==> config.mk <==
export PLATFORM = sky130hd
export DESIGN_NAME = asg_dbuf_swap_ctrl_flat
export DESIGN_NICKNAME = d
export VERILOG_FILES = /design/src/rtl/asg_dbuf_swap_ctrl_if.sv /design/src/rtl/asg_dbuf_swap_ctrl.sv /design/src/flat_wrapper.sv
export SDC_FILE = /design/constraint.sdc
export NUM_CORES = 1
export LEC_CHECK = 0
export ABC_CLOCK_PERIOD_IN_PS = 2000
export BUFFER_PORTS_ARGS = -buffer_cell sky130_fd_sc_hd__buf_2
export CAP_MARGIN = 20
export CORE_ASPECT_RATIO = 1.25
export CORE_MARGIN = 2
export CORE_UTILIZATION = 51
export CTS_CLUSTER_DIAMETER = 40
export CTS_CLUSTER_SIZE = 24
export DETAILED_ROUTE_END_ITERATION = 8
export HOLD_SLACK_MARGIN = 0.05
export MAX_ROUTING_LAYER = met4
export PLACE_DENSITY = 0.75
export SLEW_MARGIN = 40
export SYNTH_ARGS = -nofsm -noshare
export SYNTH_HDL_FRONTEND = slang
export SYNTH_SLANG_ARGS = --single-unit
==> constraint.sdc <==
create_clock -name dac_clk_i -period 2 [get_ports dac_clk_i]
set_input_delay 0.3 -clock dac_clk_i [delete_from_list [all_inputs] [get_ports dac_clk_i]]
set_output_delay 0.3 -clock dac_clk_i [all_outputs]
set_load 0.01 [all_outputs]
==> src/rtl/asg_dbuf_swap_ctrl_if.sv <==
// rtl/asg_dbuf_swap_ctrl_if.sv - control/status bundle between ASG register bank and swap controller
// Optional mute_o is present only when ASG_DBUF_UNDERRUN_MUTE_EN is defined.
interface asg_dbuf_swap_ctrl_if #(
  parameter int CNT_W = 16
);
  logic             cfg_en_i;
  logic [1:0]       cfg_mode_i;
  logic             buf_fill_i;
  logic             buf_abort_i;
  logic             rd_wrap_i;
  logic             trig_i;
  logic             sts_clr_i;
  logic             act_sel_o;
  logic             wr_sel_o;
  logic             wr_lock_o;
  logic             pending_o;
  logic             swap_o;
  logic             underrun_o;
  logic             fill_ovr_o;
  logic [CNT_W-1:0] underrun_cnt_o;
  logic             irq_o;
`ifdef ASG_DBUF_UNDERRUN_MUTE_EN
  logic             mute_o;
`endif

  modport master (
    output cfg_en_i, cfg_mode_i, buf_fill_i, buf_abort_i, rd_wrap_i, trig_i, sts_clr_i,
    input  act_sel_o, wr_sel_o, wr_lock_o, pending_o, swap_o, underrun_o, fill_ovr_o,
           underrun_cnt_o, irq_o
`ifdef ASG_DBUF_UNDERRUN_MUTE_EN
    , input mute_o
`endif
  );

  modport slave (
    input  cfg_en_i, cfg_mode_i, buf_fill_i, buf_abort_i, rd_wrap_i, trig_i, sts_clr_i,
    output act_sel_o, wr_sel_o, wr_lock_o, pending_o, swap_o, underrun_o, fill_ovr_o,
           underrun_cnt_o, irq_o
`ifdef ASG_DBUF_UNDERRUN_MUTE_EN
    , output mute_o
`endif
  );
endinterface

==> src/rtl/asg_dbuf_swap_ctrl.sv <==
// rtl/asg_dbuf_swap_ctrl.sv - ping-pong ownership controller for one ASG channel table
// Optional feature macro: ASG_DBUF_UNDERRUN_MUTE_EN (adds mute_o after an underrun).
module asg_dbuf_swap_ctrl #(
  parameter int CNT_W    = 16,
  parameter bit INIT_SEL = 1'b0
) (
  input  logic                  dac_clk_i,
  input  logic                  dac_rst_i,
  asg_dbuf_swap_ctrl_if.slave   bus
);

  typedef enum logic [1:0] {
    IDLE  = 2'd0,
    EMPTY = 2'd1,
    ARMED = 2'd2
  } state_t;

  state_t           state_q;
  logic             act_sel_q;
  logic             wr_lock_q;
  logic             pending_q;
  logic             swap_q;
  logic             underrun_q;
  logic             fill_ovr_q;
  logic             irq_q;
  logic [CNT_W-1:0] cnt_q;
`ifdef ASG_DBUF_UNDERRUN_MUTE_EN
  logic             mute_q;
`endif

  logic             swap_evt_d;
  logic             und_base_d;
  logic             ovr_base_d;
  logic [CNT_W-1:0] cnt_base_d;

  // Clear takes effect before any same-cycle set, so flag/count bases are post-clear.
  always_comb begin
    swap_evt_d = 1'b0;
    case (bus.cfg_mode_i)
      2'd1:    swap_evt_d = bus.trig_i;
      2'd2:    swap_evt_d = 1'b1;
      default: swap_evt_d = bus.rd_wrap_i;
    endcase
    und_base_d = bus.sts_clr_i ? 1'b0 : underrun_q;
    ovr_base_d = bus.sts_clr_i ? 1'b0 : fill_ovr_q;
    cnt_base_d = bus.sts_clr_i ? '0   : cnt_q;
  end

  always_ff @(posedge dac_clk_i) begin
    if (dac_rst_i) begin
      state_q    <= IDLE;
      act_sel_q  <= INIT_SEL;
      wr_lock_q  <= 1'b0;
      pending_q  <= 1'b0;
      swap_q     <= 1'b0;
      underrun_q <= 1'b0;
      fill_ovr_q <= 1'b0;
      irq_q      <= 1'b0;
      cnt_q      <= '0;
`ifdef ASG_DBUF_UNDERRUN_MUTE_EN
      mute_q     <= 1'b0;
`endif
    end else begin
      swap_q     <= 1'b0;
      irq_q      <= 1'b0;
      underrun_q <= und_base_d;
      fill_ovr_q <= ovr_base_d;
      cnt_q      <= cnt_base_d;
      if (!bus.cfg_en_i) begin
        // Disabling drops any committed half without swapping.
        state_q   <= IDLE;
        wr_lock_q <= 1'b0;
        pending_q <= 1'b0;
`ifdef ASG_DBUF_UNDERRUN_MUTE_EN
        mute_q    <= 1'b0;
`endif
      end else begin
        case (state_q)
          IDLE: begin
            state_q <= EMPTY;
          end
          EMPTY: begin
            if (bus.rd_wrap_i) begin
              underrun_q <= 1'b1;
              irq_q      <= ~und_base_d;
              if (cnt_base_d != '1) cnt_q <= cnt_base_d + 1'b1;
`ifdef ASG_DBUF_UNDERRUN_MUTE_EN
              mute_q     <= 1'b1;
`endif
            end
            if (bus.buf_fill_i) begin
              state_q   <= ARMED;
              wr_lock_q <= 1'b1;
              pending_q <= 1'b1;
            end
          end
          ARMED: begin
            if (bus.buf_fill_i) fill_ovr_q <= 1'b1;
            if (swap_evt_d) begin
              state_q   <= EMPTY;
              act_sel_q <= ~act_sel_q;
              swap_q    <= 1'b1;
              irq_q     <= 1'b1;
              wr_lock_q <= 1'b0;
              pending_q <= 1'b0;
`ifdef ASG_DBUF_UNDERRUN_MUTE_EN
              mute_q    <= 1'b0;
`endif
            end else if (bus.buf_abort_i) begin
              state_q   <= EMPTY;
              wr_lock_q <= 1'b0;
              pending_q <= 1'b0;
            end
          end
          default: begin
            state_q   <= IDLE;
            wr_lock_q <= 1'b0;
            pending_q <= 1'b0;
          end
        endcase
      end
    end
  end

  assign bus.act_sel_o      = act_sel_q;
  assign bus.wr_sel_o       = ~act_sel_q;
  assign bus.wr_lock_o      = wr_lock_q;
  assign bus.pending_o      = pending_q;
  assign bus.swap_o         = swap_q;
  assign bus.underrun_o     = underrun_q;
  assign bus.fill_ovr_o     = fill_ovr_q;
  assign bus.underrun_cnt_o = cnt_q;
  assign bus.irq_o          = irq_q;
`ifdef ASG_DBUF_UNDERRUN_MUTE_EN
  assign bus.mute_o         = mute_q;
`endif

endmodule
==> src/flat_wrapper.sv <==
// flat-port wrapper written by rule: the top's interface ports become plain ports
module asg_dbuf_swap_ctrl_flat 
#(
  parameter int CNT_W    = 16,
  parameter bit INIT_SEL = 1'b0
)
  (dac_clk_i, dac_rst_i, bus_cfg_en_i, bus_cfg_mode_i, bus_buf_fill_i, bus_buf_abort_i, bus_rd_wrap_i, bus_trig_i, bus_sts_clr_i, bus_act_sel_o, bus_wr_sel_o, bus_wr_lock_o, bus_pending_o, bus_swap_o, bus_underrun_o, bus_fill_ovr_o, bus_underrun_cnt_o, bus_irq_o);
  asg_dbuf_swap_ctrl_if #(.CNT_W(CNT_W)) bus_i ();
  input  logic dac_clk_i;
  input  logic dac_rst_i;
  input wire logic [$bits(bus_i.cfg_en_i)-1:0] bus_cfg_en_i;
  input wire logic [$bits(bus_i.cfg_mode_i)-1:0] bus_cfg_mode_i;
  input wire logic [$bits(bus_i.buf_fill_i)-1:0] bus_buf_fill_i;
  input wire logic [$bits(bus_i.buf_abort_i)-1:0] bus_buf_abort_i;
  input wire logic [$bits(bus_i.rd_wrap_i)-1:0] bus_rd_wrap_i;
  input wire logic [$bits(bus_i.trig_i)-1:0] bus_trig_i;
  input wire logic [$bits(bus_i.sts_clr_i)-1:0] bus_sts_clr_i;
  output wire logic [$bits(bus_i.act_sel_o)-1:0] bus_act_sel_o;
  output wire logic [$bits(bus_i.wr_sel_o)-1:0] bus_wr_sel_o;
  output wire logic [$bits(bus_i.wr_lock_o)-1:0] bus_wr_lock_o;
  output wire logic [$bits(bus_i.pending_o)-1:0] bus_pending_o;
  output wire logic [$bits(bus_i.swap_o)-1:0] bus_swap_o;
  output wire logic [$bits(bus_i.underrun_o)-1:0] bus_underrun_o;
  output wire logic [$bits(bus_i.fill_ovr_o)-1:0] bus_fill_ovr_o;
  output wire logic [$bits(bus_i.underrun_cnt_o)-1:0] bus_underrun_cnt_o;
  output wire logic [$bits(bus_i.irq_o)-1:0] bus_irq_o;
  assign bus_i.cfg_en_i = bus_cfg_en_i;
  assign bus_i.cfg_mode_i = bus_cfg_mode_i;
  assign bus_i.buf_fill_i = bus_buf_fill_i;
  assign bus_i.buf_abort_i = bus_buf_abort_i;
  assign bus_i.rd_wrap_i = bus_rd_wrap_i;
  assign bus_i.trig_i = bus_trig_i;
  assign bus_i.sts_clr_i = bus_sts_clr_i;
  assign bus_act_sel_o = bus_i.act_sel_o;
  assign bus_wr_sel_o = bus_i.wr_sel_o;
  assign bus_wr_lock_o = bus_i.wr_lock_o;
  assign bus_pending_o = bus_i.pending_o;
  assign bus_swap_o = bus_i.swap_o;
  assign bus_underrun_o = bus_i.underrun_o;
  assign bus_fill_ovr_o = bus_i.fill_ovr_o;
  assign bus_underrun_cnt_o = bus_i.underrun_cnt_o;
  assign bus_irq_o = bus_i.irq_o;
  asg_dbuf_swap_ctrl #(.CNT_W(CNT_W), .INIT_SEL(INIT_SEL)) u_core (.dac_clk_i(dac_clk_i), .dac_rst_i(dac_rst_i), .bus(bus_i));
endmodule
# Word level (Yosys, flattened, before mapping)
# Cells that the tools add are included.
# op_classes
n_addsub	1
n_bitwise	5
eq_ne	7
n_mux	25
n_reduce_logical	6
# ops
op	n
16-bit 2-to-1 mux	5
16-bit by 1-bit adder with 16-bit output, second input constant	1
16-bit inequality test, second input constant	1
1-bit 2-to-1 mux	13
2-bit 2-to-1 mux	3
2-bit case mux with 3 select lines	1
3-bit AND reduction	2
1-bit inverter	5
2-bit by 1-bit == test with 1-bit output, second input constant	2
2-bit == test, second input constant	2
1-bit case mux with 2 select lines	2
3-bit by 2-bit inequality test with 1-bit output, second input constant	1
1-bit case mux with 3 select lines	1
3-bit OR reduction	1
2-bit logical NOT	1
2-bit inequality test, second input constant	1
2-bit AND reduction	1
2-bit OR reduction	1
# totals
word_cells	52
output_inout_bits	24
regBits	24
in_bits	10

# Logic depth before layout (Yosys ltp)
# Gate-level depths: netlist of the first run.
# depth
ltp_word	6
mapped_depth	7
mapped_depth_nobuf	6

# Least setup slack after synthesis of the first run
# OpenSTA, ideal clock, no wires.
# synth_path
path_type	reg-to-reg
start	reg u_core.cnt_q[0] (netlist: u_core.bus.underrun_cnt_o[0])
end	reg u_core.cnt_q[10] (netlist: u_core.bus.underrun_cnt_o[10])
path_stages_with_launch	6
t_arrival_ps	1660
setup_time_ps	119
slack_ps	221
n_path_buf	1
cell_sequence	dfxtp_1 > buf_2 > nand4_1 > or2_4 > or4_1 > o221a_1
# synth_between
elab_chain_cells	6
word_cells_on_any_way	7
cone_classes	add/sub (1); eq/ne (1); mux (5)
# synth_rtl
item	line	rtl
start, declared	asg_dbuf_swap_ctrl.sv:26	logic [CNT_W-1:0] cnt_q;
start signal, assigned	asg_dbuf_swap_ctrl.sv:68	cnt_q <= cnt_base_d;
start signal, assigned	asg_dbuf_swap_ctrl.sv:86	if (cnt_base_d != '1) cnt_q <= cnt_base_d + 1'b1;
16-bit 2-to-1 mux *	asg_dbuf_swap_ctrl.sv:46	cnt_base_d = bus.sts_clr_i ? '0 : cnt_q;
16-bit by 1-bit adder with 16-bit output / 16-bit inequality test (equally long branches)	asg_dbuf_swap_ctrl.sv:86	
16-bit 2-to-1 mux *	asg_dbuf_swap_ctrl.sv:86	
16-bit 2-to-1 mux *	asg_dbuf_swap_ctrl.sv:83	if (bus.rd_wrap_i) begin
16-bit 2-to-1 mux *	asg_dbuf_swap_ctrl.sv:78	case (state_q)
16-bit 2-to-1 mux *	asg_dbuf_swap_ctrl.sv:69	if (!bus.cfg_en_i) begin
# Mark *: on every way between the ends. The rest lies on a longest branch, timed or not.
# A chain may end at the register's enable or synchronous reset.

# Worst setup path after layout of the first run
# layout_path
start	reg u_core.state_q[1]
end	reg u_core.cnt_q[8] (netlist: u_core.bus.underrun_cnt_o[8])
# layout_between
elab_chain_cells	3
# layout_rtl
item	line	rtl
start, declared	asg_dbuf_swap_ctrl.sv:18	state_t state_q;
start signal, assigned	asg_dbuf_swap_ctrl.sv:51	state_q <= IDLE;
start signal, assigned	asg_dbuf_swap_ctrl.sv:71	state_q <= IDLE;
start signal, assigned	asg_dbuf_swap_ctrl.sv:80	state_q <= EMPTY;
2-bit by 1-bit == test with 1-bit output	asg_dbuf_swap_ctrl.sv:78	
16-bit 2-to-1 mux	asg_dbuf_swap_ctrl.sv:78	
16-bit 2-to-1 mux	asg_dbuf_swap_ctrl.sv:69	
# No other way between the ends.

==> results of run 1 <==
==> worst reg2reg max path, stage by stage, from the launching register on <==
cell and delay (ps):
dfxtp_1 350, inv_1 80, ha_2 230, and3_2 240, nand4_1 190, or4b_1 550
a21oi_1 160
==> timing repair <==
action | in CTS | in global routing
setup endpoints to repair | 0 | 2
hold endpoints to repair | 0 | 0
gates resized for setup | 0 | 2
==> layout make-up <==
cell class	count	area [sq um]
Multi-Input combinational cell	116	742
Fill cell	239	875
Tap cell	33	41.3
Timing Repair Buffer	41	225
Inverter	11	41.3
Sequential cell	24	480
Clock buffer	3	22.5
==> flip-flops by register name (all words and copies together), names as in the netlist <==
register and count:
u_core.bus.act_sel_o 1, u_core.bus.underrun_cnt_o 16, u_core.bus.swap_o 1, u_core.bus.wr_lock_o 1
u_core.bus.underrun_o 1, u_core.bus.fill_ovr_o 1, u_core.bus.irq_o 1, u_core.state_q 2
==> final timing paths <==
check / endpoint / cells after the start / from
hold reg to reg: u_core.bus.underrun_o / 2 / u_core.bus.underrun_o
setup / recovery: u_core.bus.underrun_cnt_o[8] / 6 / u_core.state_q[1]
hold / removal: u_core.bus.underrun_o / 2 / dac_rst_i
setup reg to reg: u_core.bus.underrun_cnt_o[8] / 6 / u_core.state_q[1]
==> stage by stage <==
step | setup slack, ps | utilization | power [uW] | cell area [sq um]
after global routing | 25.7 | 0.640 | 794 | 1550
final | 128 | 0.640 | 767 | 1550
after global placement | 202 | 0.629 | 563 | 1530
after floorplan | 221 | - | 537 | 1290
after CTS | 75.2 | 0.638 | 773 | 1550
after detailed placement | 123 | 0.629 | 564 | 1530
==> logic make-up after synthesis <==
family                   Yosys count
AO/OA/AOI/OAI                     30
XOR/XNOR                           1
AND/OR/NAND/NOR                   78
adder cells (fa/ha/maj)            5
buffers and inverters             16
multiplexers                       2
flip-flops                        24
==> power breakdown <==
part           total, uW  switching, uW  internal, uW
clock network        212            141          70.4
registers            484           2.26           482
logic               70.8           41.8          29.0
==> synthesized netlist by cell type, drive strengths merged <==
cell,instances,share of area
and2,2,0.0097
a31oi,3,0.015
o41ai,1,0.0068
nor2,14,0.041
and4b,2,0.015
or4b,1,0.0077
or4,3,0.017
nor3,10,0.039
and3,4,0.019
o31ai,1,0.0058
ha,5,0.048
a41o,1,0.0077
nor4,3,0.019
o21ai,2,0.0077
nand2b,3,0.015
a32oi,1,0.0068
nand4b,2,0.025
xnor2,1,0.0068
mux2i,2,0.015
a311oi,1,0.0068
dfxtp,24,0.37
a21oi,11,0.043
o211a,1,0.0077
inv,11,0.032
clkbuf,1,0.0029
buf,4,0.022
a211oi,6,0.035
o211ai,1,0.0058
nor2b,3,0.015
o221a,1,0.0087
nand3,7,0.027
nand4,7,0.034
and2b,2,0.012
or2,1,0.0068
nand2,13,0.038
or3,1,0.0048
==> layer usage <==
layer / global-route usage / wire [um]
met1: 0.220 / 1270
met2: 0.399 / 1560
met5: - / 0
met3: 0.0250 / 139
met4: 0.127 / 50
==> impl_metrics.py, run 1 <==
metrics = {
    "clock_tree": {
        "post_cts_buffers": 0,
        "cts-hold-fix-buffers": 0,
        "cts.path.max_buffers": 2,
        "cts_tree": "yes",
        "htree_num_levels": 1,
        "clk_transition_reported_paths_ps": 130,
        "clock_tree.root_cell": "clkbuf_4",
        "clock_latency_ps": 310,
        "numClockSinks": 24,
        "number_of_buffers_inserted_during_clock_tree_synthesis": 3,
    },
    "logic_synthesis": {
        "synth_top_family_by_area": "simple AND/OR/NAND/NOR gates",
        "yosys_warnings": 0,
        "synth.net_count": 171,
        "synth_simple_gate_area_share": 0.345,
        "xor_xnor_share_of_the_synthesized_area": 0.00678,
        "netlist_area_sq_mm": 0.00129,
        "average_instance_area_after_synthesis_sq_um": 8.29,
        "arithmetic_cell_share_of_the_synthesized_area_counting_full_adders_half_adders_and_majority_gates": 0.0484,
        "synthesis.instances": 156,
        "yosys_reg_bits": 24,
        "post_synth_num_cell_types": 40,
        "seq_area_frac_synth": 0.372,
        "synth.area.mux_share": 0.0155,
        "post_synthesis_compound_gate_area_fraction": 0.156,
    },
    "setup_path": {
        "ff2ff_setup_slack_ps": 130,
        "path_max_fanout": 6,
        "crit_path_dat_ps": 2110,
        "critPathBufInv": 1,
        "crit_slowest_cell": "or4b_1",
        "critPathMaxStageDelay_ps": 550,
        "crit_path_end_kind": "register",
        "crit_chain": "inv_1 > ha_2 > and3_2 > nand4_1 > or4b_1 > a21oi_1",
        "setup.worst_path.class": "register to register",
        "critical_path.startpoint_type": "register",
        "timing.critical_path.required_ps": 2240,
        "path_delay_family": "simple AND/OR/NAND/NOR gates",
    },
    "sta": {
        "drv_slew": 0,
        "worstMarginPinSlew_ps": 542,
        "post-route-min-period_ps": 1870,
        "final_setup_violating_endpoints": 0,
        "timing.hold.ws_ps": 261,
        "post-route-period-util": 0.936,
        "finalHoldViolations": 0,
        "rsz0062_at_grt": "no",
        "max_freq_mhz": 534,
        "finalClockSkew_ps": 6.60,
        "setup_tns_ps": 0,
        "relSlewSlack": 0.635,
    },
    "finish": {
        "syn_to_final_growth_pct": 20.1,
        "commonest_non_fill_non_tap_cell_in_the_layout": "buf_2",
        "fin_nets": 212,
        "n_antenna_cell": 0,
        "layout_common_cells": "buf_2 (33), dfxtp_1 (24), nor2_1 (14), nand2_1 (13)",
        "count_of_non_filler_cells_in_the_finished_layout": 228,
        "drive_gt1_frac": 0.251,
    },
    "grt": {
        "grt_antenna_before_repair": 0,
        "grt_pass1_wl_um": 4780,
        "grt_util_all_layers": 0.215,
        "grt_max_degree": 13,
        "grt_remaining_overflow": 0,
        "grt_pass1_vias": 1204,
    },
    "place": {
        "placed_cells_incl_taps": 225,
        "place_congestion": 0.805,
        "hpwl_um": 2300,
        "place.port_buffers": 33,
    },
    "route": {
        "routed-via-count": 1328,
        "post_drt_wl_per_cell_um": 13.3,
        "detailedRoute.firstPassIterationCount": 4,
        "remaining_drc_errors": 0,
        "iteration_0_drc_markers": 37,
        "drt-vias-per-instance": 5.82,
        "finalWirelength_um": 3020,
        "ant_nets": 0,
    },
    "flow_run": {
        "drv_cap": 0,
    },
    "floorplan": {
        "rows": 20,
        "dieWidth_um": 49.0,
        "floorplan.die_area_sq_mm": 0.00296,
        "die_outline_height_um": 60.3,
        "design.portCount": 34,
        "floorplan.initialDensity": 0.532,
        "core_region_area_sq_mm": 0.00243,
    },
    "pwr": {
        "vdd.ir_drop.worst_v": 0.000326,
        "leakage_uw": 0.000709,
        "power-per-cell-area_mw_per_mm2": 494,
    },
    "outcome": {
        "run_status": "finished, final reports clean",
    },
    "min_path": {
        "min_path_type": "input pin to register",
    },
}
Power figures use the tool's default switching activity.
==> inputs of run 2 (changes only) <==
Settings changed: CORE_ASPECT_RATIO 1.25 to 0.6, GPL_TIMING_DRIVEN from default to 0, SLEW_MARGIN 40 to default.
==> impl_metrics.py, run 2 (synthesized netlist as in run 1, its figures left out) <==
metrics = {
    "outcome": {
        "run_status": "finished, final reports clean",
    },
    "min_path": {
        "min_path_type": "input pin to register",
        "min_from": "dac_rst_i",
    },
    "clock_tree": {
        "numClockSinks": 24,
        "htree_num_levels": 1,
        "post_cts_buffers": 0,
        "clk_transition_reported_paths_ps": 90,
        "cts.path.max_buffers": 2,
        "clock_latency_ps": 270,
        "clock_tree.root_cell": "clkbuf_8",
        "cts_tree": "yes",
        "number_of_buffers_inserted_during_clock_tree_synthesis": 3,
    },
    "floorplan": {
        "floorplan.die_area_sq_mm": 0.00297,
        "core_region_area_sq_mm": 0.00245,
        "design.portCount": 34,
        "die_outline_height_um": 43.0,
        "rows": 14,
        "dieWidth_um": 69.0,
        "floorplan.initialDensity": 0.527,
    },
    "sta": {
        "drv_slew": 0,
        "worstMarginPinSlew_ps": 583,
        "rsz0062_at_grt": "no",
        "post-route-period-util": 0.955,
        "finalClockSkew_ps": 1.44,
        "relSlewSlack": 0.608,
        "finalHoldViolations": 0,
        "max_freq_mhz": 524,
        "final_setup_violating_endpoints": 0,
        "post-route-min-period_ps": 1910,
        "setup_tns_ps": 0,
    },
    "grt": {
        "grt_max_degree": 15,
        "grt_pass1_vias": 1180,
        "grt_util_all_layers": 0.258,
        "grt_pass1_wl_um": 5500,
        "grt_antenna_before_repair": 0,
        "grt_remaining_overflow": 0,
    },
    "route": {
        "iteration_0_drc_markers": 174,
        "routed-via-count": 1349,
        "ant_nets": 0,
        "drt-vias-per-instance": 6.00,
        "remaining_drc_errors": 0,
        "detailedRoute.firstPassIterationCount": 4,
        "finalWirelength_um": 3310,
        "post_drt_wl_per_cell_um": 14.7,
    },
    "finish": {
        "drive_gt1_frac": 0.238,
        "total_area_of_multi_input_combinational_cells_sq_um": 764,
        "syn_to_final_growth_pct": 23.6,
        "fillerInstances": 218,
        "layout_common_cells": "buf_2 (34), dfxtp_1 (24), nor2_1 (14), nand2_1 (13)",
        "largest_reg_flops": 16,
        "sequential_cell_area_sq_um": 480,
        "commonest_non_fill_non_tap_cell_in_the_layout": "buf_2",
        "post-route-util": 0.652,
        "n_antenna_cell": 0,
        "fin_nets": 209,
    },
    "setup_path": {
        "critPathBufInv": 1,
        "crit-reg2reg-launch": "u_core.state_q[0]",
        "crit_path_end_kind": "register",
        "crit_chain": "ha_4 > and3_1 > clkbuf_4 > nand4_1 > or4b_1 > a21oi_1",
        "crit_slowest_cell": "or4b_1",
        "crit_path_dat_ps": 2110,
        "setup.worst_path.class": "register to register",
        "path_max_fanout": 10,
        "critPathMaxStageDelay_ps": 530,
        "startpoint": "u_core.state_q[0]",
        "critical_path.startpoint_type": "register",
        "timing.critical_path.required_ps": 2200,
        "path_delay_family": "simple AND/OR/NAND/NOR gates",
    },
    "pwr": {
        "vdd.ir_drop.worst_v": 0.000461,
        "leakage_uw": 0.000732,
        "power.total_uw": 989,
        "power-per-cell-area_mw_per_mm2": 619,
    },
    "flow_run": {
        "drv_cap": 0,
    },
    "place": {
        "place.port_buffers": 33,
        "place_congestion": 0.878,
        "hpwl_um": 2560,
    },
}
[run 2: power by group]
group | leakage (uW) | switching [uW] | internal [uW] | total (uW)
logic | 0.000502 | 44.3 | 30.0 | 74.3
registers | 0.000194 | 3.12 | 481 | 484
clock network | 0.0000357 | 163 | 268 | 431
[run 2: routing by layer]
| metal | GRT usage | wire (um) | share of wire | vias up |
|---|---|---|---|---|
| li1 | - | - | - | 650 |
| met1 | 0.373 | 1550 | 0.47 | 619 |
| met2 | 0.354 | 1360 | 0.41 | 76 |
| met3 | 0.0557 | 356 | 0.11 | 4 |
| met4 | 0.0863 | 40 | 0.012 | 0 |
| met5 | - | 0 | 0 | - |
[run 2: final cells by class]
type,instances,area share
inverters,11,0.0258
well taps,32,0.0251
clock buffers,3,0.0258
flip-flops and latches,24,0.301
plain buffers,5,0.0219
clock inverters,1,0.0188
multi-input cells,116,0.478
repair buffers,33,0.103
[run 2: metrics by stage]
step	hold WS, ps	cell area [sq um]	setup WS [ps]	cells
after floorplan	369	1290	221	156
after global placement	468	1500	36.2	221
after detailed placement	469	1500	4.43	221
after CTS	288	1570	7.41	225
after global routing	292	1600	11.3	225
final	287	1600	90.7	225
[run 2: repair_timing]
| action | in CTS | in global routing |
|---|---|---|
| hold buffers | 0 | 0 |
| setup endpoints to repair | 1 | 2 |
| gates cloned | 0 | 0 |
| pin swaps | 0 | 0 |
| gates resized for setup | 1 | 4 |
[run 2: worst reg2reg max path, cell delays in order, from the launching register on]
cell      delay (ps)
dfxtp_1          420
ha_4             190
and3_1           150
clkbuf_4         200
nand4_1          170
or4b_1           530
a21oi_1          180
[run 2: path summary, 6_finish.rpt]
check                                  to  slack [ps]  depth (start not counted)
max reg2reg  u_core.bus.underrun_cnt_o[8]          90                          6
min reg2reg         u_core.bus.underrun_o         490                          2
min                 u_core.bus.underrun_o         290                          2
max          u_core.bus.underrun_cnt_o[8]          90                          6
==> inputs of run 3 (changes only) <==
Settings changed: GPL_TIMING_DRIVEN 0 to default.
==> impl_metrics.py, run 3 (synthesized netlist as in run 1, its figures left out) <==
metrics = {
    "outcome": {
        "run_status": "finished, final reports clean",
    },
    "sta": {
        "finalHoldViolations": 0,
        "finalClockSkew_ps": 5.09,
        "max_freq_mhz": 549,
        "relSlewSlack": 0.622,
        "setup_tns_ps": 0,
        "post-route-min-period_ps": 1820,
        "drv_slew": 0,
        "post-route-period-util": 0.911,
        "final_setup_violating_endpoints": 0,
        "rsz0062_at_grt": "no",
        "worstMarginPinSlew_ps": 562,
    },
    "route": {
        "finalWirelength_um": 3260,
        "routed-via-count": 1288,
        "remaining_drc_errors": 0,
        "drt-vias-per-instance": 5.67,
        "detailedRoute.firstPassIterationCount": 4,
        "post_drt_wl_per_cell_um": 14.4,
        "ant_nets": 0,
        "iteration_0_drc_markers": 94,
    },
    "grt": {
        "grt_util_all_layers": 0.256,
        "grt_pass1_vias": 1121,
        "grt_max_degree": 13,
        "grt_remaining_overflow": 0,
        "grt_pass1_wl_um": 5420,
        "grt_antenna_before_repair": 0,
    },
    "setup_path": {
        "critPathMaxStageDelay_ps": 550,
        "setup.worst_path.class": "register to register",
        "path_max_fanout": 7,
        "crit_slowest_cell": "or4_1",
        "crit_path_dat_ps": 1980,
        "worst-r2r-cell-count": 4,
        "crit_chain": "nand4b_4 > or2_4 > or4_1 > o221a_1",
        "critical_path.startpoint_type": "register",
        "timing.critical_path.required_ps": 2160,
        "crit_path_end_kind": "register",
    },
    "place": {
        "place_congestion": 0.946,
        "place.port_buffers": 33,
        "placed_cells_incl_taps": 224,
        "hpwl_um": 2580,
    },
    "floorplan": {
        "design.portCount": 34,
        "floorplan.die_area_sq_mm": 0.00297,
        "rows": 14,
        "floorplan.initialDensity": 0.527,
        "core_region_area_sq_mm": 0.00245,
        "die_outline_height_um": 43.0,
        "dieWidth_um": 69.0,
    },
    "finish": {
        "layout_common_cells": "buf_2 (33), dfxtp_1 (24), nor2_1 (14), nand2_1 (13)",
        "count_of_non_filler_cells_in_the_finished_layout": 227,
        "n_antenna_cell": 0,
        "fin_nets": 212,
        "syn_to_final_growth_pct": 21.2,
        "drive_gt1_frac": 0.241,
        "largest_reg_flops": 16,
        "commonest_non_fill_non_tap_cell_in_the_layout": "buf_2",
    },
    "clock_tree": {
        "cts.repair.resized": 0,
        "clk_transition_reported_paths_ps": 80,
        "number_of_buffers_inserted_during_clock_tree_synthesis": 3,
        "numClockSinks": 24,
        "htree_num_levels": 1,
        "clock_latency_ps": 270,
        "cts-hold-fix-buffers": 0,
        "post_cts_buffers": 0,
        "cts.path.max_buffers": 2,
        "cts_tree": "yes",
        "clock_tree.root_cell": "clkbuf_8",
    },
    "pwr": {
        "vdd.ir_drop.worst_v": 0.000391,
        "power-per-cell-area_mw_per_mm2": 534,
        "leakage_uw": 0.000719,
        "power.total_uw": 836,
    },
    "min_path": {
        "min_path_type": "input pin to register",
        "timing.hold.worst_path_depth": 2,
    },
    "flow_run": {
        "drv_cap": 0,
    },
}
==> run 3: metal layers <==
metal	vias to the layer above	global-route usage	share of wire
li1	651	-	-
met1	598	0.393	0.51
met2	35	0.344	0.41
met3	4	0.0637	0.074
met4	0	0.0353	0.0052
met5	-	-	0
==> run 3: worst paths after layout <==
kind / slack [ps] / to / start
hold reg to reg: 500 / u_core.bus.fill_ovr_o / u_core.bus.fill_ovr_o
hold / removal: 320 / u_core.bus.underrun_o / dac_rst_i
setup reg to reg: 180 / u_core.bus.underrun_cnt_o[10] / u_core.bus.underrun_cnt_o[1]
setup / recovery: 180 / u_core.bus.underrun_cnt_o[10] / u_core.bus.underrun_cnt_o[1]
==> run 3: cell type report <==
type                    count  area [sq um]
clock buffers               3          41.3
well taps                  32          40.0
multi-input cells         116           738
inverters                  11          41.3
flip-flops and latches     24           480
fillers                   250           886
repair buffers             41           225
==> run 3: where the power goes <==
part           internal [uW]  leakage [uW]  total [uW]  switching, uW
clock                    135     0.0000216         281            146
sequential               481      0.000194         484           2.72
combinational           28.6      0.000503        71.7           43.1
==> run 3: per-stage QoR <==
stage	setup slack [ps]	hold slack [ps]	instance area, sq um	utilization
2_1_floorplan	221	369	1290	-
3_3_place_gp	200	464	1530	0.622
3_5_place_dp	150	484	1530	0.622
4_1_cts	181	310	1570	0.639
5_1_grt	79.4	329	1570	0.639
6_report	178	319	1570	0.639
==> run 3: critical path: cells and delay by family (launching register included) <==
family	cells	cell delay, ps
AND/OR/NAND/NOR	3	960
AO/OA/AOI/OAI	1	250
flip-flops	1	490
